--- config.mk ---
export PLATFORM = sky130hd
export DESIGN_NAME = instr_decoder
export DESIGN_NICKNAME = d
export VERILOG_FILES = /design/src/rtl/instr_decoder.sv
export SDC_FILE = /design/constraint.sdc
export NUM_CORES = 1
export LEC_CHECK = 0
export CAP_MARGIN = 20
export CORE_MARGIN = 2
export CORE_UTILIZATION = 50
export DETAILED_ROUTE_END_ITERATION = 7
export PLACE_DENSITY_LB_ADDON = 0.1
export SLEW_MARGIN = 5
export SYNTH_ARGS = -nofsm -noshare
export SYNTH_HDL_FRONTEND = slang
export SYNTH_SLANG_ARGS = --single-unit
--- constraint.sdc ---
create_clock -name clk -period 3.8 [get_ports clk]
set_input_delay 0.38 -clock clk [delete_from_list [all_inputs] [get_ports clk]]
set_output_delay 0.38 -clock clk [all_outputs]
set_load 0.005 [all_outputs]
--- src/rtl/instr_decoder.sv ---
// Command/data byte decoder sitting between the SPI bridge and the register file.
// Turns {rw, burst, addr} command bytes plus data bytes into single-cycle register read/write strobes.
module instr_decoder #(
    parameter int ADDR_W = 6,
    parameter int DATA_W = 8
) (
    input  logic              clk,
    input  logic              rst,
    input  logic              cs_active,
    input  logic              byte_valid,
    input  logic [DATA_W-1:0] byte_in,
    output logic [DATA_W-1:0] byte_out,
    output logic              byte_out_load,
    output logic              read,
    output logic              write,
    output logic [ADDR_W-1:0] addr,
    output logic [DATA_W-1:0] data_write,
    input  logic [DATA_W-1:0] data_read,
    output logic              frame_err,
    output logic [1:0]        state_dbg
);

    // Handshake: byte_valid is a 1-cycle push with no back-pressure; a byte is
    // consumed on any edge where cs_active && byte_valid, otherwise it is lost.
    // byte_out_load, read and write are likewise 1-cycle pushes with no ready.

    typedef enum logic [1:0] {
        IDLE     = 2'd0,
        WR_DATA  = 2'd1,
        RD_ISSUE = 2'd2,
        RD_WAIT  = 2'd3
    } state_t;

    localparam int RW_BIT    = DATA_W - 1;
    localparam int BURST_BIT = DATA_W - 2;

    state_t            state;
    logic [ADDR_W-1:0] addr_q;
    logic              burst_q;
    logic              ignore_q;
    logic              wr_seen;

    assign state_dbg = state;

    always_ff @(posedge clk) begin
        if (rst) begin
            state         <= IDLE;
            addr_q        <= '0;
            burst_q       <= 1'b0;
            ignore_q      <= 1'b0;
            wr_seen       <= 1'b0;
            byte_out      <= '0;
            byte_out_load <= 1'b0;
            read          <= 1'b0;
            write         <= 1'b0;
            addr          <= '0;
            data_write    <= '0;
            frame_err     <= 1'b0;
        end else begin
            read          <= 1'b0;
            write         <= 1'b0;
            byte_out_load <= 1'b0;
            frame_err     <= 1'b0;

            if (!cs_active) begin
                // Frame ended: a write command with no data byte is a truncated frame.
                if (state == WR_DATA && !wr_seen) begin
                    frame_err <= 1'b1;
                end
                state    <= IDLE;
                ignore_q <= 1'b0;
                wr_seen  <= 1'b0;
            end else begin
                case (state)
                    IDLE: begin
                        if (byte_valid && !ignore_q) begin
                            addr_q  <= byte_in[ADDR_W-1:0];
                            burst_q <= byte_in[BURST_BIT];
                            wr_seen <= 1'b0;
                            if (byte_in[RW_BIT]) begin
                                state <= WR_DATA;
                            end else begin
                                state <= RD_ISSUE;
                                read  <= 1'b1;
                                addr  <= byte_in[ADDR_W-1:0];
                            end
                        end
                    end

                    WR_DATA: begin
                        if (byte_valid) begin
                            write      <= 1'b1;
                            addr       <= addr_q;
                            data_write <= byte_in;
                            wr_seen    <= 1'b1;
                            if (burst_q) begin
                                addr_q <= addr_q + ADDR_W'(1);
                            end else begin
                                state    <= IDLE;
                                ignore_q <= 1'b1;
                            end
                        end
                    end

                    RD_ISSUE: begin
                        // read is high this cycle, so data_read is valid to capture.
                        byte_out      <= data_read;
                        byte_out_load <= 1'b1;
                        state         <= RD_WAIT;
                        if (byte_valid) begin
                            frame_err <= 1'b1;
                        end
                    end

                    RD_WAIT: begin
                        if (byte_valid) begin
                            if (burst_q) begin
                                addr_q <= addr_q + ADDR_W'(1);
                                addr   <= addr_q + ADDR_W'(1);
                                read   <= 1'b1;
                                state  <= RD_ISSUE;
                            end else begin
                                state    <= IDLE;
                                ignore_q <= 1'b1;
                            end
                        end
                    end

                    default: state <= IDLE;
                endcase
            end
        end
    end

endmodule

# Word-level counts from Yosys, hierarchy flattened
# Index checks and enable logic that the tools add are counted.
[word_totals] regBits=37 inputBits=20 out_inout_bits=28 wordCells=74
[op_classes] add_sub_neg=1 n_eq_ne=11 mux=28 n_bitwise=3 reduce_logical=19
[ops] cell="two-way mux 6 bit" n=6
[ops] cell="one-hot mux 6 bit (3 select lines)" n=1
[ops] cell="two-way mux 2 bit" n=6
[ops] cell="!= test 2 bit, second input constant" n=6
[ops] cell="one-hot mux 6 bit (2 select lines)" n=1
[ops] cell="AND reduction 3 bit" n=4
[ops] cell="two-way mux 1 bit" n=11
[ops] cell="one-hot mux 2 bit (4 select lines)" n=1
[ops] cell="AND reduction 7 bit" n=1
[ops] cell="adder 6 x 1 -> 6 bit, second input constant" n=1
[ops] cell="AND reduction 5 bit" n=1
[ops] cell="equality test 2 bit, second input constant" n=2
[ops] cell="!= test 2 x 1 -> 1 bit, second input constant" n=2
[ops] cell="one-hot mux 1 bit (2 select lines)" n=2
[ops] cell="AND reduction 4 bit" n=1
[ops] cell="nonzero test 2 bit" n=2
[ops] cell="OR reduction 2 bit" n=2
[ops] cell="inverter 1 bit" n=3
[ops] cell="nonzero test 3 bit" n=1
[ops] cell="OR reduction 3 bit" n=1
[ops] cell="equality test 2 x 1 -> 1 bit, second input constant" n=1
[ops] cell="logical AND 1 bit" n=2
[ops] cell="logical NOT 1 bit" n=2
[ops] cell="logical NOT 2 bit" n=1
[ops] cell="AND reduction 2 bit" n=1

# Longest topological paths before layout
[logic_depth] depth_word=4 ltp_mapped=9 mapped_depth_nobuf=6

# Worst setup path before layout
# OpenSTA, ideal clock, no wires.
[synth_path] path_kind="register to register" from="register state[1] (netlist: state_dbg[1])" to="register addr[0]" setup_ns=0.088 arrival_time_ns=1.854 required_ns=3.712 setup_slack_ns=1.857 path_stages_with_launch=10 n_path_buf=3 synth_period_minus_slack_ns=1.943 cell_sequence="dfxtp_1 > inv_1 > ha_1 > buf_6 > or3_4 > and3_4 > buf_6 > and2_4 > buf_6 > a311oi_2"
[synth_via] elab_chain_cells=3 elab_cells_between_ends=11 classes_between="eq/ne: 7; mux: 1; reduce/logical: 3"
[synth_rtl] element="start: declaration" line="37" source="state_t state;"
[synth_rtl] element="start signal: assignment" line="47" source="state <= IDLE;"
[synth_rtl] element="start signal: assignment" line="70" source="state <= IDLE;"
[synth_rtl] element="start signal: assignment" line="81" source="state <= WR_DATA;"
[synth_rtl] element="equality test 2 bit (tied with other cells)" line="74" source="case (state)"
[synth_rtl] element="!= test 2 bit (no line) / nonzero test 3 bit (equally long branches)"
[synth_rtl] element="AND reduction 7 bit (no line)"
[synth_rtl] element="end signal: assignment" line="85" source="addr <= byte_in[ADDR_W-1:0];"
[synth_rtl] element="end signal: assignment" line="93" source="addr <= addr_q;"
[synth_rtl] element="end signal: assignment" line="119" source="addr <= addr_q + ADDR_W'(1);"
[synth_rtl] element="end: declaration" line="16" source="output logic [ADDR_W-1:0] addr,"
# Several ways; a longest one is shown, not always the timed one.
# A chain may end at the register's enable or synchronous reset.

# Worst setup path after layout
[layout_path] from="register state[1] (netlist: state_dbg[1])" to="register addr[5]"
# The elaborated chain is that of the path after synthesis.

==> impl_metrics.tcl <==
set metrics [dict create \
    synth_area_sq_mm 0.001798 \
    grt-ovfl-total 0 \
    antenna_cells 0 \
    synth_seq_cells 37 \
    synth_top_area_share_pct 41.20 \
    cp_cell_sequence "inv_1 -> ha_1 -> nor2_1 -> and2_1 -> a31oi_1 -> a311oi_2" \
    ioPinCount 48 \
    syn_avg_cell_area_sq_um 8.728 \
    drtIter0Drc 59 \
    dp_hpwl_mm 2.898 \
    critPathBufInv 1 \
    cts_tree "yes" \
    viasPerCell 5.410 \
    fin_crit_sh_pct 59.57 \
    synth.most_common_cell "dfxtp_1" \
    die_w_microns 63.97 \
    crit_path_max_fanout 17 \
    synth_edf_count 0 \
    fin_total_pwr_mw 0.7674 \
    port_buffers 47 \
    grt_pass1_vias 1513 \
    rsz0062_at_grt "false" \
    die_area_sq_mm 0.004092 \
    seq_area_frac_synth_pct 41.20 \
    first_pass_iters 5 \
    start_kind "flop" \
    fmax_mhz 441.7 \
    r2r_cells 6 \
    reg2reg_slack_ps 1540 \
    postSynthCellCount 206 \
    critical-path-slowest-cell "nor2_1" \
    track_usage_pct 21.94 \
    hold_path.class "flop to flop" \
    rows 21 \
    wl_per_cell_microns 13.92 \
    outcome "completed" \
    gp_congestion 0.8365 \
    cts_resized 0 \
    cts_root_buf "clkbuf_4" \
    synth_area_leaders "dfxtp_1 (41%), a21oi_1 (6.4%), mux2i_1 (6.1%)" \
    syn-num-nets 232 \
    async_flop_share_pct 0 \
    crit_family "simple AND/OR/NAND/NOR gates" \
    ys.flop_type "dfxtp_1" \
    r2r_end "addr[5]" \
    skew_ps 2.782 \
    design_area_sq_mm 0.002312 \
    wl_mm 4.078 \
    vias 1585 \
    setup_tns_ps 0 \
    htree_levels 2 \
    hold_end "byte_out[3]" \
    drive_above_1_share_pct 6.883 \
    powerDensity_mw_per_mm2 331.9 \
    critical_path_class "flop to flop" \
    clock_latency_ps 340 \
    ant_nets 0 \
    p_leak_nw 0.8632 \
    peakVddDrop_mv 0.2169 \
    finalSetupViolCount 0 \
    worst_ep_required_time_ps 4060 \
    worst_slew_margin_rel_pct 43.70 \
    placed_cell_area_sq_mm 0.002257 \
    max_cap_violations 0 \
    synth_top_area_cell "dfxtp_1" \
    grt_max_degree 18 \
    cts_inserted_buffers 5 \
    core-area_sq_mm 0.003390 \
    hold_viol_final 0 \
    initial_utilization_pct 53.05 \
    ys_types 41 \
    min-delay-start "byte_out[3]" \
    yosysWarningCount 0 \
    holdPathStages 2 \
    cts_hold_buffers 0 \
    r2r_start "state_dbg[1]" \
    antenna_found_initial 0 \
    path_clk_slew_ps 100 \
    holdWs_ps 459.7 \
    synthTopCellsByCount "dfxtp_1 (37), a21oi_1 (23), nor2_1 (22), nand2_1 (17), mux2i_1 (11)" \
    cp.arrival_ps 2520 \
    post_cts.repair.setup_buffers 0 \
    worst_pin_slew_ps 841.3 \
    clkSinkCount 37 \
    grt_pass1_wl_mm 6.975 \
    cts_buffer_depth 2 \
    fin_crit_ps 2264 \
    max_stage_delay_ps 730 \
    end_kind "flop" \
    die_y_microns 63.97 \
    maxSlewViolCount 0 \
    nets 273 \
    area_growth_pct 28.60 \
    drcViolationCount 0 \
]
-- how the worst max path moves through the flow --
stage	end	start	cells after the start	slack [ps]
6_report	addr[5]	state_dbg[1]	6	1540
5_1_grt	addr[5]	state_dbg[1]	6	1310
4_1_cts	addr[5]	state_dbg[1]	6	1540
3_5_place_dp	addr[5]	state_dbg[1]	6	1570
3_3_place_gp	addr_q[0]	cs_active	5	1610
2_1_floorplan	addr[0]	state_dbg[1]	9	1860
-- kinds of logic (layout without fill, tap and decap cells) --
group,after synthesis,count (layout),share of synthesized area (%)
fa+ha+maj,6,6,4.175
mux,11,11,6.124
xor+xnor,1,1,0.4872
buf+inv,21,62,5.706
flops,37,37,41.20
simple gates,73,73,20.25
compound gates,57,57,22.06
-- cell usage in the layout (no fill, tap or decap), drive strengths merged, types with 2 or more instances in the layout --
cell type	n
nor3b	2
a22oi	3
o21ai	9
clkbuf	7
nand2b	3
dfxtp	37
nand2	17
and3	2
ha	6
nor2	22
or3	3
a211oi	4
clkdlybuf4s50	47
mux2i	11
inv	7
a21oi	23
nand3	10
a311oi	7
and2	5
a31oi	4
nor3	4
-- layout make-up --
type | count | area [sq um]
Sequential cell | 37 | 740.7
Tap cell | 46 | 57.56
Timing Repair Buffer | 48 | 478.0
Inverter | 7 | 26.28
Clock buffer | 7 | 55.05
Fill cell | 288 | 1077
Multi-Input combinational cell | 148 | 954.7
-- layer usage --
metal / part of all wire [%] / GRT usage (%) / up-vias
met5: 0 / 0 / -
met4: 1.4 / 6.522 / 0
met3: 5.6 / 7.394 / 6
met2: 49 / 36.59 / 43
met1: 44 / 26.65 / 719
li1: - / - / 817
-- tightest hold or removal path: cells and delay by family (launching register included) --
kind            cells  cell delay (ps)
simple gates        1               50
flops               1              320
compound gates      1               50
-- state kept, by name, summed over array words and instances, names as in the netlist, 2 cells and up --
register	count
addr_q	6
data_write	8
byte_out	8
addr	6
state_dbg	2
-- report_power, final --
group | total (mW) | switching, mW | internal, mW
Sequential | 0.416 | 0.0128 | 0.403
Combinational | 0.140 | 0.0690 | 0.0710
Clock | 0.212 | 0.124 | 0.0874
Total | 0.767 | 0.206 | 0.561
-- per-stage QoR --
stage | instances | setup WS [ps] | utilization, %
after floorplan | 206 | 1857 | -
after global placement | 286 | 1614 | 66.59
after detailed placement | 286 | 1567 | 66.59
after CTS | 293 | 1540 | 68.22
after global routing | 293 | 1309 | 68.22
final | 293 | 1536 | 68.22
Note: power is estimated with default switching activity, not from simulation.
